===== config.mk =====
export PLATFORM = sky130hd
export DESIGN_NAME = mic_hclk_gen
export DESIGN_NICKNAME = d
export VERILOG_FILES = /design/src/rtl/mic_pkg.sv /design/src/rtl/mic_period_shadow.sv /design/src/rtl/mic_hclk_gen.sv
export SDC_FILE = /design/constraint.sdc
export NUM_CORES = 1
export LEC_CHECK = 0
export CORE_AREA = 2 2 101 103
export CTS_BUF_LIST = sky130_fd_sc_hd__clkbuf_8
export DETAILED_ROUTE_END_ITERATION = 6
export DIE_AREA = 0 0 103 105
export MAX_ROUTING_LAYER = met4
export PLACE_DENSITY = 0.7
export SYNTH_ARGS = -nofsm -noshare
export SYNTH_HDL_FRONTEND = slang
export SYNTH_SLANG_ARGS = --single-unit

===== constraint.sdc =====
create_clock -name clk -period 4.6 [get_ports clk]
set_input_delay 0.92 -clock clk [delete_from_list [all_inputs] [get_ports clk]]
set_output_delay 0.92 -clock clk [all_outputs]
set_load 0.02 [all_outputs]

===== src/rtl/mic_pkg.sv =====
`default_nettype none
// +----------------------------------------------------------------------+
// | Module   : mic_pkg                                                   |
// | Desc     : Shared mic clock constants and FSM state encoding         |
// | Revision : 1.0                                                       |
// +----------------------------------------------------------------------+
package mic_pkg;

    localparam int c_def_period = 40;
    localparam int c_div_min    = 4;

    typedef logic [1:0] mic_state_t;

    localparam mic_state_t c_st_idle = 2'd0;
    localparam mic_state_t c_st_run  = 2'd1;
    localparam mic_state_t c_st_stop = 2'd2;

endpackage
`default_nettype wire


===== src/rtl/mic_period_shadow.sv =====
`default_nettype none
// +----------------------------------------------------------------------+
// | Module   : mic_period_shadow                                         |
// | Desc     : Clamped period shadow register, pending flag and ack      |
// | Revision : 1.0                                                       |
// +----------------------------------------------------------------------+
module mic_period_shadow
    import mic_pkg::*;
#(
    parameter int CNT_W      = 16,
    parameter int DEF_PERIOD = c_def_period,
    parameter int DIV_MIN    = c_div_min
) (
    input  logic             clk,
    input  logic             rst,
    input  logic             i_freeze,
    input  logic             i_cfg_wr,
    input  logic [CNT_W-1:0] i_cfg_period,
    input  logic             i_apply_req,
    output logic             o_apply,
    output logic [CNT_W-1:0] o_shadow,
    output logic             o_cfg_ack
);

    localparam logic [CNT_W-1:0] c_min = CNT_W'(DIV_MIN);

    logic [CNT_W-1:0] r_shadow;
    logic             r_pending;
    logic             r_ack;
    logic [CNT_W-1:0] w_clamped;

    assign w_clamped = (i_cfg_period < c_min) ? c_min : i_cfg_period;
    // The apply uses the shadow as it stood before any write in this cycle.
    assign o_apply   = i_apply_req & r_pending & ~i_freeze;

    always_ff @(posedge clk) begin
        if (rst) begin
            r_shadow  <= CNT_W'(DEF_PERIOD);
            r_pending <= 1'b0;
            r_ack     <= 1'b0;
        end else if (i_freeze) begin
            r_ack <= 1'b0;
        end else begin
            r_ack <= o_apply;
            if (i_cfg_wr) begin
                r_shadow <= w_clamped;
            end
            r_pending <= i_cfg_wr | (r_pending & ~o_apply);
        end
    end

    assign o_shadow  = r_shadow;
    assign o_cfg_ack = r_ack;

endmodule
`default_nettype wire


===== src/rtl/mic_hclk_gen.sv =====
`default_nettype none
// +----------------------------------------------------------------------+
// | Module   : mic_hclk_gen                                              |
// | Desc     : Programmable mic bit clock generator with edge strobes    |
// | Revision : 1.0                                                       |
// +----------------------------------------------------------------------+
module mic_hclk_gen
    import mic_pkg::*;
#(
    parameter int CNT_W      = 16,
    parameter int DEF_PERIOD = c_def_period,
    parameter int DIV_MIN    = c_div_min
) (
    input  logic             clk,
    input  logic             rst,
    input  logic             speed_md,
    input  logic             en,
    input  logic             cfg_wr,
    input  logic [CNT_W-1:0] cfg_period,
    output logic             cfg_ack,
    output logic             mic_clk,
    output logic             mic_clk_pos,
    output logic             mic_clk_neg,
    output logic             busy,
    output logic [CNT_W-1:0] edge_cnt
);

    localparam logic [CNT_W-1:0] c_one = CNT_W'(1);

    mic_state_t       r_state, w_state_nxt;
    logic [CNT_W-1:0] r_cnt, w_cnt_nxt;
    logic [CNT_W-1:0] r_per_a;
    logic [CNT_W-1:0] r_edge_cnt, w_edge_nxt;
    logic             r_mic_clk, w_mic_clk_nxt;
    logic             r_pos, w_pos_nxt;
    logic             r_neg, w_neg_nxt;
    logic [CNT_W-1:0] w_high_a, w_cnt_inc, w_last;
    logic             w_boundary, w_apply_req, w_apply;
    logic [CNT_W-1:0] w_shadow;

    assign w_high_a   = r_per_a >> 1;
    assign w_cnt_inc  = r_cnt + c_one;
    assign w_last     = r_per_a - c_one;
    assign w_boundary = (r_cnt == w_last);

    mic_period_shadow #(
        .CNT_W      (CNT_W),
        .DEF_PERIOD (DEF_PERIOD),
        .DIV_MIN    (DIV_MIN)
    ) u_shadow (
        .clk          (clk),
        .rst          (rst),
        .i_freeze     (speed_md),
        .i_cfg_wr     (cfg_wr),
        .i_cfg_period (cfg_period),
        .i_apply_req  (w_apply_req),
        .o_apply      (w_apply),
        .o_shadow     (w_shadow),
        .o_cfg_ack    (cfg_ack)
    );

    always_comb begin
        w_state_nxt   = r_state;
        w_cnt_nxt     = r_cnt;
        w_mic_clk_nxt = r_mic_clk;
        w_edge_nxt    = r_edge_cnt;
        w_pos_nxt     = 1'b0;
        w_neg_nxt     = 1'b0;
        w_apply_req   = 1'b0;
        if (!speed_md) begin
            case (r_state)
                c_st_idle: begin
                    w_apply_req   = 1'b1;
                    w_cnt_nxt     = '0;
                    w_mic_clk_nxt = 1'b0;
                    if (en) begin
                        w_state_nxt   = c_st_run;
                        w_mic_clk_nxt = 1'b1;
                        w_pos_nxt     = 1'b1;
                        w_edge_nxt    = c_one;
                    end
                end
                c_st_run, c_st_stop: begin
                    if (w_boundary) begin
                        w_cnt_nxt   = '0;
                        w_apply_req = 1'b1;
                        // A stop request only takes effect once the period has run out.
                        if (en) begin
                            w_state_nxt   = c_st_run;
                            w_mic_clk_nxt = 1'b1;
                            w_pos_nxt     = 1'b1;
                            w_edge_nxt    = r_edge_cnt + c_one;
                        end else begin
                            w_state_nxt = c_st_idle;
                        end
                    end else begin
                        w_cnt_nxt   = w_cnt_inc;
                        w_state_nxt = en ? c_st_run : c_st_stop;
                        if (w_cnt_inc == w_high_a) begin
                            w_mic_clk_nxt = 1'b0;
                            w_neg_nxt     = 1'b1;
                        end
                    end
                end
                default: begin
                    w_state_nxt   = c_st_idle;
                    w_cnt_nxt     = '0;
                    w_mic_clk_nxt = 1'b0;
                end
            endcase
        end
    end

    always_ff @(posedge clk) begin
        if (rst) begin
            r_state    <= c_st_idle;
            r_cnt      <= '0;
            r_per_a    <= CNT_W'(DEF_PERIOD);
            r_edge_cnt <= '0;
            r_mic_clk  <= 1'b0;
            r_pos      <= 1'b0;
            r_neg      <= 1'b0;
        end else begin
            r_state    <= w_state_nxt;
            r_cnt      <= w_cnt_nxt;
            r_edge_cnt <= w_edge_nxt;
            r_mic_clk  <= w_mic_clk_nxt;
            r_pos      <= w_pos_nxt;
            r_neg      <= w_neg_nxt;
            if (w_apply) begin
                r_per_a <= w_shadow;
            end
        end
    end

    assign mic_clk     = r_mic_clk;
    assign mic_clk_pos = r_pos;
    assign mic_clk_neg = r_neg;
    assign busy        = (r_state != c_st_idle);
    assign edge_cnt    = r_edge_cnt;

endmodule
`default_nettype wire


After elaboration in Yosys (flattened, before gate mapping)
Index checks and enable logic that the tools add are counted.
- register bits after elaboration: 71
- output and inout port bits: 21
- word-level logic and storage cells: 63
- $add $sub $neg: 3
- $lt $le $gt $ge: 1
- eq/ne operators: 9
- mux-type cells: 23
- bitwise gates (word level): 7
- reductions and logical operators: 10
- operators by type and width (kind ; count):
    2-to-1 mux 16 bit ; 6
    adder 16 x 1 -> 16 bit (second input constant) ; 2
    one-hot mux 16 bit (2 select lines) ; 1
    equality test 16 x 15 -> 1 bit ; 1
    equality test 16 bit ; 1
    less-than comparator 16 x 3 -> 1 bit (second input constant) ; 1
    subtractor 16 x 1 -> 16 bit (second input constant) ; 1
    2-to-1 mux 1 bit ; 9
    2-to-1 mux 2 bit ; 3
    inequality test 2 bit (second input constant) ; 3
    inequality test 3 bit (second input constant) ; 2
    one-hot mux 1 bit (2 select lines) ; 3
    AND reduction 5 bit ; 1
    one-hot mux 2 bit (2 select lines) ; 1
    AND reduction 2 bit ; 2
    nonzero test 2 bit ; 2
    OR reduction 2 bit ; 2
    OR reduction 4 bit ; 1
    bitwise AND 1 bit ; 3
    inverter 1 bit ; 3
    AND reduction 3 bit ; 1
    equality test 2 x 1 -> 1 bit (second input constant) ; 1
    equality test 2 bit (second input constant) ; 1
    zero test 2 bit ; 1
    OR 1 bit ; 1

Logic depth before layout (Yosys ltp)
- depth after elaboration: 10
- depth in mapped cells: 12

By module
Synthesis repeated with hierarchy kept, for this count alone.
- cells, all modules: 550
- area total of the unflattened synthesis: 4335.4 sq um
- by module, submodules not included (module ; instances ; cells an instance ; area each (sq um) ; sequential area each (sq um)):
    mic_hclk_gen ; 1 ; 467 ; 3633.5 ; 1061.0
    mic_period_shadow ; 1 ; 83 ; 701.9 ; 360.3

Least setup slack after synthesis
Ideal clock, no wire load.
- path type: reg2reg
- start: reg r_per_a[0]
- end: reg r_per_a[3]
- arrival time: 2.606 ns
- slack: 1.922 ns
- stages on the path, launching flop included: 13
- path buffers: 2
- period minus slack after synthesis: 2.678 ns
- cells stage by stage: dfxtp_1 -> inv_1 -> ha_1 -> or4b_4 -> nor3_2 -> a31oi_1 -> nor4_2 -> and4_1 -> buf_6 -> a21oi_4 -> nor2_8 -> buf_12 -> mux2i_1
- cells in the longest elaborated chain, start to end: 7
- RTL lines (item ; line ; RTL):
    start, declared ; mic_hclk_gen.sv:32 ; logic [CNT_W-1:0] r_per_a;
    start signal, assigned ; mic_hclk_gen.sv:118 ; r_per_a <= CNT_W'(DEF_PERIOD);
    start signal, assigned ; mic_hclk_gen.sv:131 ; r_per_a <= w_shadow;
    subtractor 16 x 1 -> 16 bit ; mic_hclk_gen.sv:43 ; assign w_last = r_per_a - c_one;
    equality test 16 bit ; mic_hclk_gen.sv:44 ; assign w_boundary = (r_cnt == w_last);
    2-to-1 mux 1 bit ; mic_hclk_gen.sv:84 ; if (w_boundary) begin
    one-hot mux 1 bit (2 select lines) ; mic_hclk_gen.sv:71 ; case (r_state)
    2-to-1 mux 1 bit ; mic_hclk_gen.sv:70 ; if (!speed_md) begin
    bitwise AND 1 bit (2 in series) ; mic_period_shadow.sv:34 ; assign o_apply = i_apply_req & r_pending & ~i_freeze;
No other way between the ends.
A chain may end at the register's enable or synchronous reset.

Worst setup path after layout
- start: reg r_per_a[0]
- end: reg r_edge_cnt[11], in the netlist edge_cnt[11]
- cells in the longest elaborated chain, start to end: 4
- RTL lines (item ; line ; RTL):
    subtractor 16 x 1 -> 16 bit ; mic_hclk_gen.sv:43 ;
    equality test 16 bit ; mic_hclk_gen.sv:44 ;
    inequality test 2 bit (no source line) ; -- ;
    AND reduction 5 bit (no source line) ; -- ;
    end signal, assigned ; mic_hclk_gen.sv:126 ; r_edge_cnt <= w_edge_nxt;
    end, declared ; mic_hclk_gen.sv:33 ; logic [CNT_W-1:0] r_edge_cnt, w_edge_nxt;
No other way between the ends.

==> results.toml <==
[pwr]
p_clk_share_pct = 40.3
leakagePower_nw = 1.70
p_per_area_mw_per_mm2 = 259
p_comb_share_pct = 9.7
switchingPower_w = 0.000331
seqPwrFrac_pct = 50.0
finalPower_w = 0.00127
ir_drop_mv = 0.212
p_int_w = 0.000938
swShare_pct = 26.1

[sta]
finalSetupTns_ns = 0
worst-slew-pin-transition_ns = 1.09
post-route-min-period_ns = 3.40
clock_skew_ns = 0.0119
fmax_mhz = 294
finalHoldViolCount = 0
setup_viol = 0
rsz0062_at_grt = "no"
maxSlewViolCount = 0
maxSlewHeadroom_pct = 27.0
finalCritPeriodShare_pct = 74.0

[floorplan]
num_rows = 36
start_util_pct = 44.5
num_io_pins = 42
dieArea_mm2 = 0.0108
die_y_um = 105
coreArea_mm2 = 0.00964
die_width_um = 103

[worst_setup_path]
critPathLaunchType = "register"
cp_top_family = "compound AO/OA/AOI/OAI gates"
arrival_ns = 3.65
crit_start = "r_per_a[0]"
critPathRequiredTime_ns = 4.85
cp.buffers_inverters = 2
crit_chain = "inv_1, ha_1, nor4b_2, a311oi_1, a31oi_1, nor4_2, a41oi_2, buf_4, nand4b_1, xor2_1, nor2_1"
path_class = "reg2reg"
crit_path_max_fanout = 21
crit_path_end_kind = "register"
rrSetupSlack_ns = 1.20
critPathMaxStageDelay_ns = 0.91
slowest_stage = "a41oi_2"
worstReg2RegEnd = "edge_cnt[11]"
reg2reg_depth = 11
regToRegStartpoint = "r_per_a[0]"

[clock_network]
clk_pin_slew_ns = 0.08
cts_post_setup_buffers_inserted = 0
clock_sinks = 71
cts_buffers = 9
cts_tree = "built"
hold_buffers = 0
clk_latency_ns = 0.35
htreeDepth = 3
cts_buffer_depth = 2
clock-root-buffer = "clkbuf_8"
ctsResizeCount = 0

[yosys]
ys_ff_latch = 71
ys_warn_count = 0
syn-num-nets = 557
async_reset_ff_share_pct = 0
synth_cell_types = 57
syn-cell-area_mm2 = 0.00429
syn_area_per_cell_um2 = 8.09
synth_enable_flop_cells = 0
synth.yosys.seq_area_share_pct = 33.1
syn_inst = 531
ys.flop_type = "dfxtp_1"

[global_route]
grt_max_degree = 42
grt_pass1_wl_um = 18000
grt_remaining_overflow = 0
antenna_found_initial = 0
grtUsageTotal_pct = 21.4
grt_pass1_vias = 3711

[finish]
mostFrequentLayoutCells = "91 x nand2_1, 71 x dfxtp_1, 41 x clkdlybuf4s50_1, 38 x nor2_1, 33 x xnor2_1"
areaGrowthSynthToFinish_pct = 14.0
design_area_mm2 = 0.00489
layout.nets = 572
layout_commonest_cell = "nand2_1"
fillers = 979
drive_above_1_share_pct = 6.91
antenna_cells = 0

[hold_path]
hold_path_end = "u_shadow.o_shadow[14]"
hold_start = "u_shadow.o_shadow[14]"
min_delay_path_depth = 2
hold_class = "reg2reg"

[detailed_routing]
dr_total_vias = 3803
wl_um = 10600
post_drt_via_cell_ratio = 5.57
wl_per_cell_um = 15.5
drcViolationCount = 0
antenna_left = 0
drt-initial-drc-count = 268
drt_pass1_iterations = 4

[placement]
gp_congestion = 0.941
place_area_mm2 = 0.00470
port_buffers = 41
dp_hpwl_um = 7710

[run_status]
outcome = "complete, no violations"

[run]
cap_violations = 0
[state kept, by name (all words and copies together) (netlist names)]
name and flops:
mic_clk 1, r_state 2, r_per_a 16, mic_clk_neg 1, u_shadow.o_cfg_ack 1, u_shadow.r_pending 1
edge_cnt 16, mic_clk_pos 1, u_shadow.o_shadow 16, r_cnt 16
[how the worst max path moves through the flow]
stage | endpoint | cells after the start
after floorplan | r_per_a[3] | 12
after global placement | edge_cnt[15] | 11
after detailed placement | edge_cnt[11] | 11
after CTS | edge_cnt[11] | 11
after global routing | edge_cnt[11] | 11
final | edge_cnt[11] | 11
[metrics by stage]
step                instances  util (%)  hold WS, ns  setup WS [ns]
finish                    683      50.8        0.458           1.20
CTS                       683      50.8        0.460           1.22
global route              683      50.8        0.475          0.911
floorplan                 531         -        0.435           1.92
detailed placement        668      48.7        0.448           1.25
global placement          668      48.7        0.445           1.36
[cell usage after synthesis (5+ instances only)]
cell	number	area share [%]
xor2_1	25	5.1
and4_1	7	1.4
inv_1	15	1.3
nor4_1	7	1.0
nand2_1	91	8.0
clkbuf_1	30	2.6
a22oi_1	5	0.87
buf_2	5	0.58
nor3_1	18	2.1
a31oi_1	8	1.2
and2_1	6	0.87
ha_1	5	1.5
nor2_1	38	3.3
nand4_1	13	1.9
dfxtp_1	71	33
xnor2_1	33	6.7
nand3_1	20	2.3
o21ai_0	11	1.3
and3_1	5	0.73
a21oi_1	29	3.4
mux2i_1	20	4.7
[worst register-to-register path, delay by kind of cell, from the launching register on]
kind | cells | cell delay (ns)
AND/OR/NAND/NOR | 4 | 0.80
adder cells (fa/ha/maj) | 1 | 0.23
buffers and inverters | 2 | 0.45
AO/OA/AOI/OAI | 3 | 1.33
XOR/XNOR | 1 | 0.15
flip-flops | 1 | 0.36
[layout make-up]
cell class | count | area [µm²] | share of cell area [%]
clock buffer | 10 | 138 | 2.81
timing repair buffer | 46 | 448 | 9.15
sequential | 71 | 1420 | 29.0
inverter | 16 | 60.1 | 1.23
clock inverter | 5 | 57.6 | 1.18
tap | 133 | 166 | 3.40
multi-input combinational | 402 | 2600 | 53.2
[kinds of logic (layout without fill, tap and decap cells)]
family / after synthesis / count (layout) / synth area share, %
flops: 71 / 71 / 33.1
buf+inv: 58 / 77 / 6.29
fa+ha+maj: 5 / 5 / 1.46
mux: 20 / 20 / 4.66
compound gates: 79 / 79 / 12.3
simple gates: 240 / 240 / 30.4
xor+xnor: 58 / 58 / 11.8
[layer usage]
| layer | routed length, µm | part of all wire, % | vias up | global-route usage (%) |
|---|---|---|---|---|
| met1 | 4550 | 43 | 1793 | 26.5 |
| met4 | 204 | 1.9 | 0 | 7.99 |
| met3 | 607 | 5.7 | 14 | 4.01 |
| met5 | 0 | 0 | - | - |
| met2 | 5210 | 49 | 106 | 34.3 |
| li1 | - | - | 1890 | - |
[power groups by stage]
stage | logic [W] | registers (W) | clock network (W)
CTS | 0.000123 | 0.000635 | 0.000523
finish | 0.000123 | 0.000635 | 0.000512
global route | 0.000137 | 0.000636 | 0.000545
global placement | 0.000120 | 0.000649 | 0
detailed placement | 0.000123 | 0.000649 | 0
floorplan | 0.0000800 | 0.000648 | 0
Note: power is estimated with default switching activity, not from simulation.
==> variant 1 (config.mk and constraints unchanged) <==
Register the output `edge_cnt` once more; this adds one clock of latency there. The other outputs are not delayed to match.
--- a/src/rtl/mic_hclk_gen.sv
+++ b/src/rtl/mic_hclk_gen.sv
@@ -137,7 +137,9 @@
     assign mic_clk_pos = r_pos;
     assign mic_clk_neg = r_neg;
     assign busy        = (r_state != c_st_idle);
-    assign edge_cnt    = r_edge_cnt;
+    always_ff @(posedge clk) begin
+        edge_cnt <= r_edge_cnt;
+    end
 
 endmodule
 `default_nettype wire
Formal check against the unedited RTL: not equivalent (Yosys sat finds a counterexample within 4 cycles, from zero or initial values and one cycle with rst high).
==> variant 1 against the original RTL <==
  * Sequential cell count is 16 higher
  * Worst setup slack worse by 0.20 ns
  * Cell area grew 9.0%
  * Total power up 9.2%
  * Routed wire length is 4.3% higher
  * Count of clock-buffer cells in the layout decreased by 1
  * Synthesized area is 11% higher
==> variant 1: results (changes against the original RTL) <==
Cells and area:
- The fraction of the core area covered by cells at the end of the flow is 55.3% (+4.6 points).
- The area of the multi-input gates is 0.00273 mm² (+4.9%).
- The fraction of final layout cells with drive strength greater than 1 is 5.83% (-1.1 points).
- The number of fill cells was 923 (-5.7%).
- The share of final layout cell area taken by clock buffers and inverters was 3.21% (-0.78 points).
- The layout net count was 621 (+8.6%).
- The number of multi-input combinational cells in the layout is 431 (+7.2%).
- The data-path buffer share of cell area in the final layout came to 8.59% (-0.57 points).
- The area taken by flip-flops and latches is 0.00174 mm² (+23%).
- The sequential cell count of the final layout came to 87 (+23%).
- The final standard cell count with taps included and fillers excluded is 733 (+7.3%).

Power and ir drop:
- The leakage power of the design is 1.73 nW (+2.1%).
- The combinational power share is 8.7% (-1.0 points).
- The power dissipated in the clock network is 0.489 mW (-4.5%).
- The largest vdd supply drop is 0.000128 V (-40%).

Place:
- The placement-stage cell area is 0.00516 mm² (+9.9%).
- The worst setup slack after placement is 1.03 ns (-0.226 ns).
- The routability-driven placement congestion ratio is 0.917 (-2.5%).

Logic synthesis:
- The synthesized-area fraction occupied by xor and xnor cells is 6.82% (-5.0 points).
- The number of instances in the synthesized netlist is 584 (+10%).
- The mux share of post-synthesis cell area came to 3.58% (-1.1 points).
- The area share of fa/ha/maj cells after synthesis is 1.53% (+0.071 points).
- The net count after synthesis came to 610 (+9.5%).
- The sequential-to-total area share from yosys stat came to 36.7% (+3.6 points).
- The post-synthesis compound-gate area fraction came to 16.5% (+4.2 points).

Setup path:
- On the critical path, the stage with the largest delay is an instance of sky130_fd_sc_hd__or4b_2.
- The launching point of the worst reg2reg path is r_cnt[0].
- The worst register-to-register path ends at mic_clk.
- The critical-path maximum fanout is 11 (-48%).
- The worst reg2reg path depth is 9 (-2).
- The family of cells with the greatest summed delay on the critical path is simple AND/OR/NAND/NOR gates.
- The largest stage delay on the critical path came to 0.76 ns (-0.15 ns).
- The data arrival at the endpoint of the critical path was 3.86 ns (+0.21 ns).

Routing:
- The wire length on met3 was 446 µm (-27%).
- The met1 wire length is 5.23 mm (+15%).
- The final wirelength is 11.0 mm (+4.3%).
- The sum of met2 wire segment lengths after detailed routing came to 5.23 mm (+0.33%).
- The total vias in the final route is 4162 (+9.4%).
- The number of DRC markers in iteration 0 is 273 (+1.9%).

Global routing:
- The met2 track demand over resource came to 34.1% (-0.14 points).
- The met3 usage came to 3.41% (-0.60 points).
- The via count of the first global-routing pass is 3839 (+3.4%).
- The first-pass GRT wire length is 19.0 mm (+5.6%).
- The largest net degree at the start of global routing came to 56 (+33%).
- The total routing resource utilization after global routing came to 22.2% (+0.83 points).
- The met1 capacity usage during global routing is 30.6% (+4.1 points).

STA:
- The remaining max-slew budget at the tightest pin came to 48.2% (+21 points).
- The worst hold-check slack is 0.358 ns (-0.100 ns).

Status:
- The run finished with clean final reports.

Clock network:
- The number of clock buffers inserted by TritonCTS is 9 (unchanged).
- The clock transition at the registers of the reported paths is 0.10 ns (+0.02 ns).
- The count of H-tree levels built during CTS is 3 (unchanged).

Hold path:
- In this run the most critical hold path is launched from r_edge_cnt[15].
==> variant 1: cell types whose count changed after synthesis, sizes merged, moves of 7 or more <==
cell / before / now
a21oi: 30 / 45
clkbuf: 30 / 38
dfxtp: 71 / 87
nand2: 91 / 59
nand2b: 3 / 32
nand3: 20 / 29
nor2: 39 / 26
o21ai: 11 / 20
or3: 4 / 19
or4: 3 / 13
xnor2: 33 / 26
xor2: 25 / 11
==> variant 1: how the worst max path moves through the flow <==
| stage | from | endpoint | slack [ns] | depth (start not counted) |
|---|---|---|---|---|
| CTS | r_cnt[0] | mic_clk | 1.03 | 9 |
| global placement | r_cnt[0] | mic_clk | 1.05 | 9 |
| finish | r_cnt[0] | mic_clk | 0.99 | 9 |
| global route | r_per_a[0] | r_per_a[6] | 0.67 | 11 |
| detailed placement | r_cnt[0] | mic_clk | 1.03 | 9 |
| floorplan | r_per_a[0] | r_per_a[10] | 1.61 | 12 |
==> variant 2 (same settings) <==
Made on the original files. `CNT_W` is set to 16 in 2 places; all go to 18.
--- a/src/rtl/mic_period_shadow.sv
+++ b/src/rtl/mic_period_shadow.sv
@@ -7,7 +7,7 @@
 module mic_period_shadow
     import mic_pkg::*;
 #(
-    parameter int CNT_W      = 16,
+    parameter int CNT_W      = 18,
     parameter int DEF_PERIOD = c_def_period,
     parameter int DIV_MIN    = c_div_min
 ) (
--- a/src/rtl/mic_hclk_gen.sv
+++ b/src/rtl/mic_hclk_gen.sv
@@ -7,7 +7,7 @@
 module mic_hclk_gen
     import mic_pkg::*;
 #(
-    parameter int CNT_W      = 16,
+    parameter int CNT_W      = 18,
     parameter int DEF_PERIOD = c_def_period,
     parameter int DIV_MIN    = c_div_min
 ) (
Interface: changed (resized cfg_period and edge_cnt); port bits go from 42 to 46. The function was not compared with the original's and may differ.
==> variant 2 against the original RTL <==
  * Non-clock buffer count grew 5
  * Worst setup slack lost 0.39 ns
  * Sequential share of layout area shrank 1.7 points
  * Total power grew 7.2%
  * Sequential cell count grew 8
  * Routed wire length grew 18%
  * Synthesized area grew 21%
  * Cell area grew 18%
  * Die area is the same
  * Critical path type unchanged
  * Largest power group unchanged
==> variant 2: results (changes against the original RTL) <==
Status:
- The flow ran to the end, and the final reports show no timing, DRC or antenna violations.

Cells and area:
- The fraction of final layout cells with drive strength greater than 1 came to 4.92% (-2.0 points).
- The layout net count came to 695 (+22%).

Place:
- The placement-stage cell area is 0.00559 mm² (+19%).
- The post-detailed-placement half-perimeter wirelength is 8.94 mm (+16%).
- The routability-driven placement congestion ratio is 0.943 (+0.26%).
- The total of buffers placed on input and output ports is 45 (+9.8%).
- The worst setup slack after placement is 0.840 ns (-0.414 ns).

Routing:
- The number of detailed-routing iterations run before antenna repair is 5 (+1).
- The total vias in the final route came to 4770 (+25%).

Setup path:
- The critical-path maximum fanout is 22 (+4.8%).
- In this design, the largest share of critical-path delay is due to simple AND/OR/NAND/NOR gates.
- The worst reg2reg path depth is 10 (-1).
- The data arrival at the endpoint of the critical path is 4.07 ns (+0.42 ns).
- The internal reg-to-reg setup slack came to 0.80 ns (-0.39 ns).
- On the critical path, the stage with the largest delay is an instance of sky130_fd_sc_hd__or4b_1.
- The largest stage delay on the critical path came to 0.57 ns (-0.34 ns).

Power and ir drop:
- The switching portion of total power is 25.3% (-0.74 points).
- The largest vdd supply drop is 0.000185 V (-13%).
- The power dissipated in the clock network came to 0.522 mW (+2%).
- The power consumption is 1.36 mW (+7.2%).
- The power dissipated in sequential cells is 0.705 mW (+11%).
- The leakage power of the design came to 1.91 nW (+13%).

Hold path:
- The endpoint with the worst hold slack is u_shadow.o_shadow[9].
- The startpoint of the lowest-slack hold path is u_shadow.o_shadow[9].

Logic synthesis:
- The area share of fa/ha/maj cells after synthesis is 1.20% (-0.25 points).
- By area the synthesized netlist is led by sky130_fd_sc_hd__dfxtp_1 30%, sky130_fd_sc_hd__mux2i_1 6.7%, sky130_fd_sc_hd__nand2_1 6.0%, sky130_fd_sc_hd__nand2b_1 4.6%, sky130_fd_sc_hd__a21oi_1 4.2%.
- The net count after synthesis was 694 (+25%).
- The number of instances in the synthesized netlist was 666 (+25%).
- The mux share of post-synthesis cell area is 6.73% (+2.1 points).
- The synthesized-area fraction occupied by xor and xnor cells is 6.23% (-5.6 points).

Global routing:
- The via count of the first global-routing pass is 4363 (+18%).
- The largest net degree at the start of global routing is 79 (+88%).

STA:
- The worst hold-check slack is 0.457 ns (-0.00143 ns).
- The worst clock skew was 0.0123 ns (+0.000374 ns).
[variant 2: cell count changes after synthesis, moves of 11 or more]
cell                       change
sky130_fd_sc_hd__clkbuf_1     +16
sky130_fd_sc_hd__or3_1        +25
sky130_fd_sc_hd__mux2i_1      +15
sky130_fd_sc_hd__xor2_1       -11
sky130_fd_sc_hd__nand2b_1     +35
sky130_fd_sc_hd__a21oi_1      +15
[variant 2: layer usage]
| metal | vias up | track usage, % | share of wire [%] |
|---|---|---|---|
| met5 | - | - | 0 |
| met4 | 0 | 9.87 | 2.4 |
| met3 | 21 | 2.74 | 3.4 |
| met2 | 95 | 36.1 | 45 |
| met1 | 2265 | 34.0 | 49 |
| li1 | 2389 | - | - |
[variant 2: cell type report]
cell class / count / share of cell area, %
multi-input combinational: 515 / 57.2
sequential: 79 / 27.3
timing repair buffer: 51 / 8.47
tap: 133 / 2.88
clock buffer: 10 / 2.38
clock inverter: 5 / 1.02
inverter: 11 / 0.713
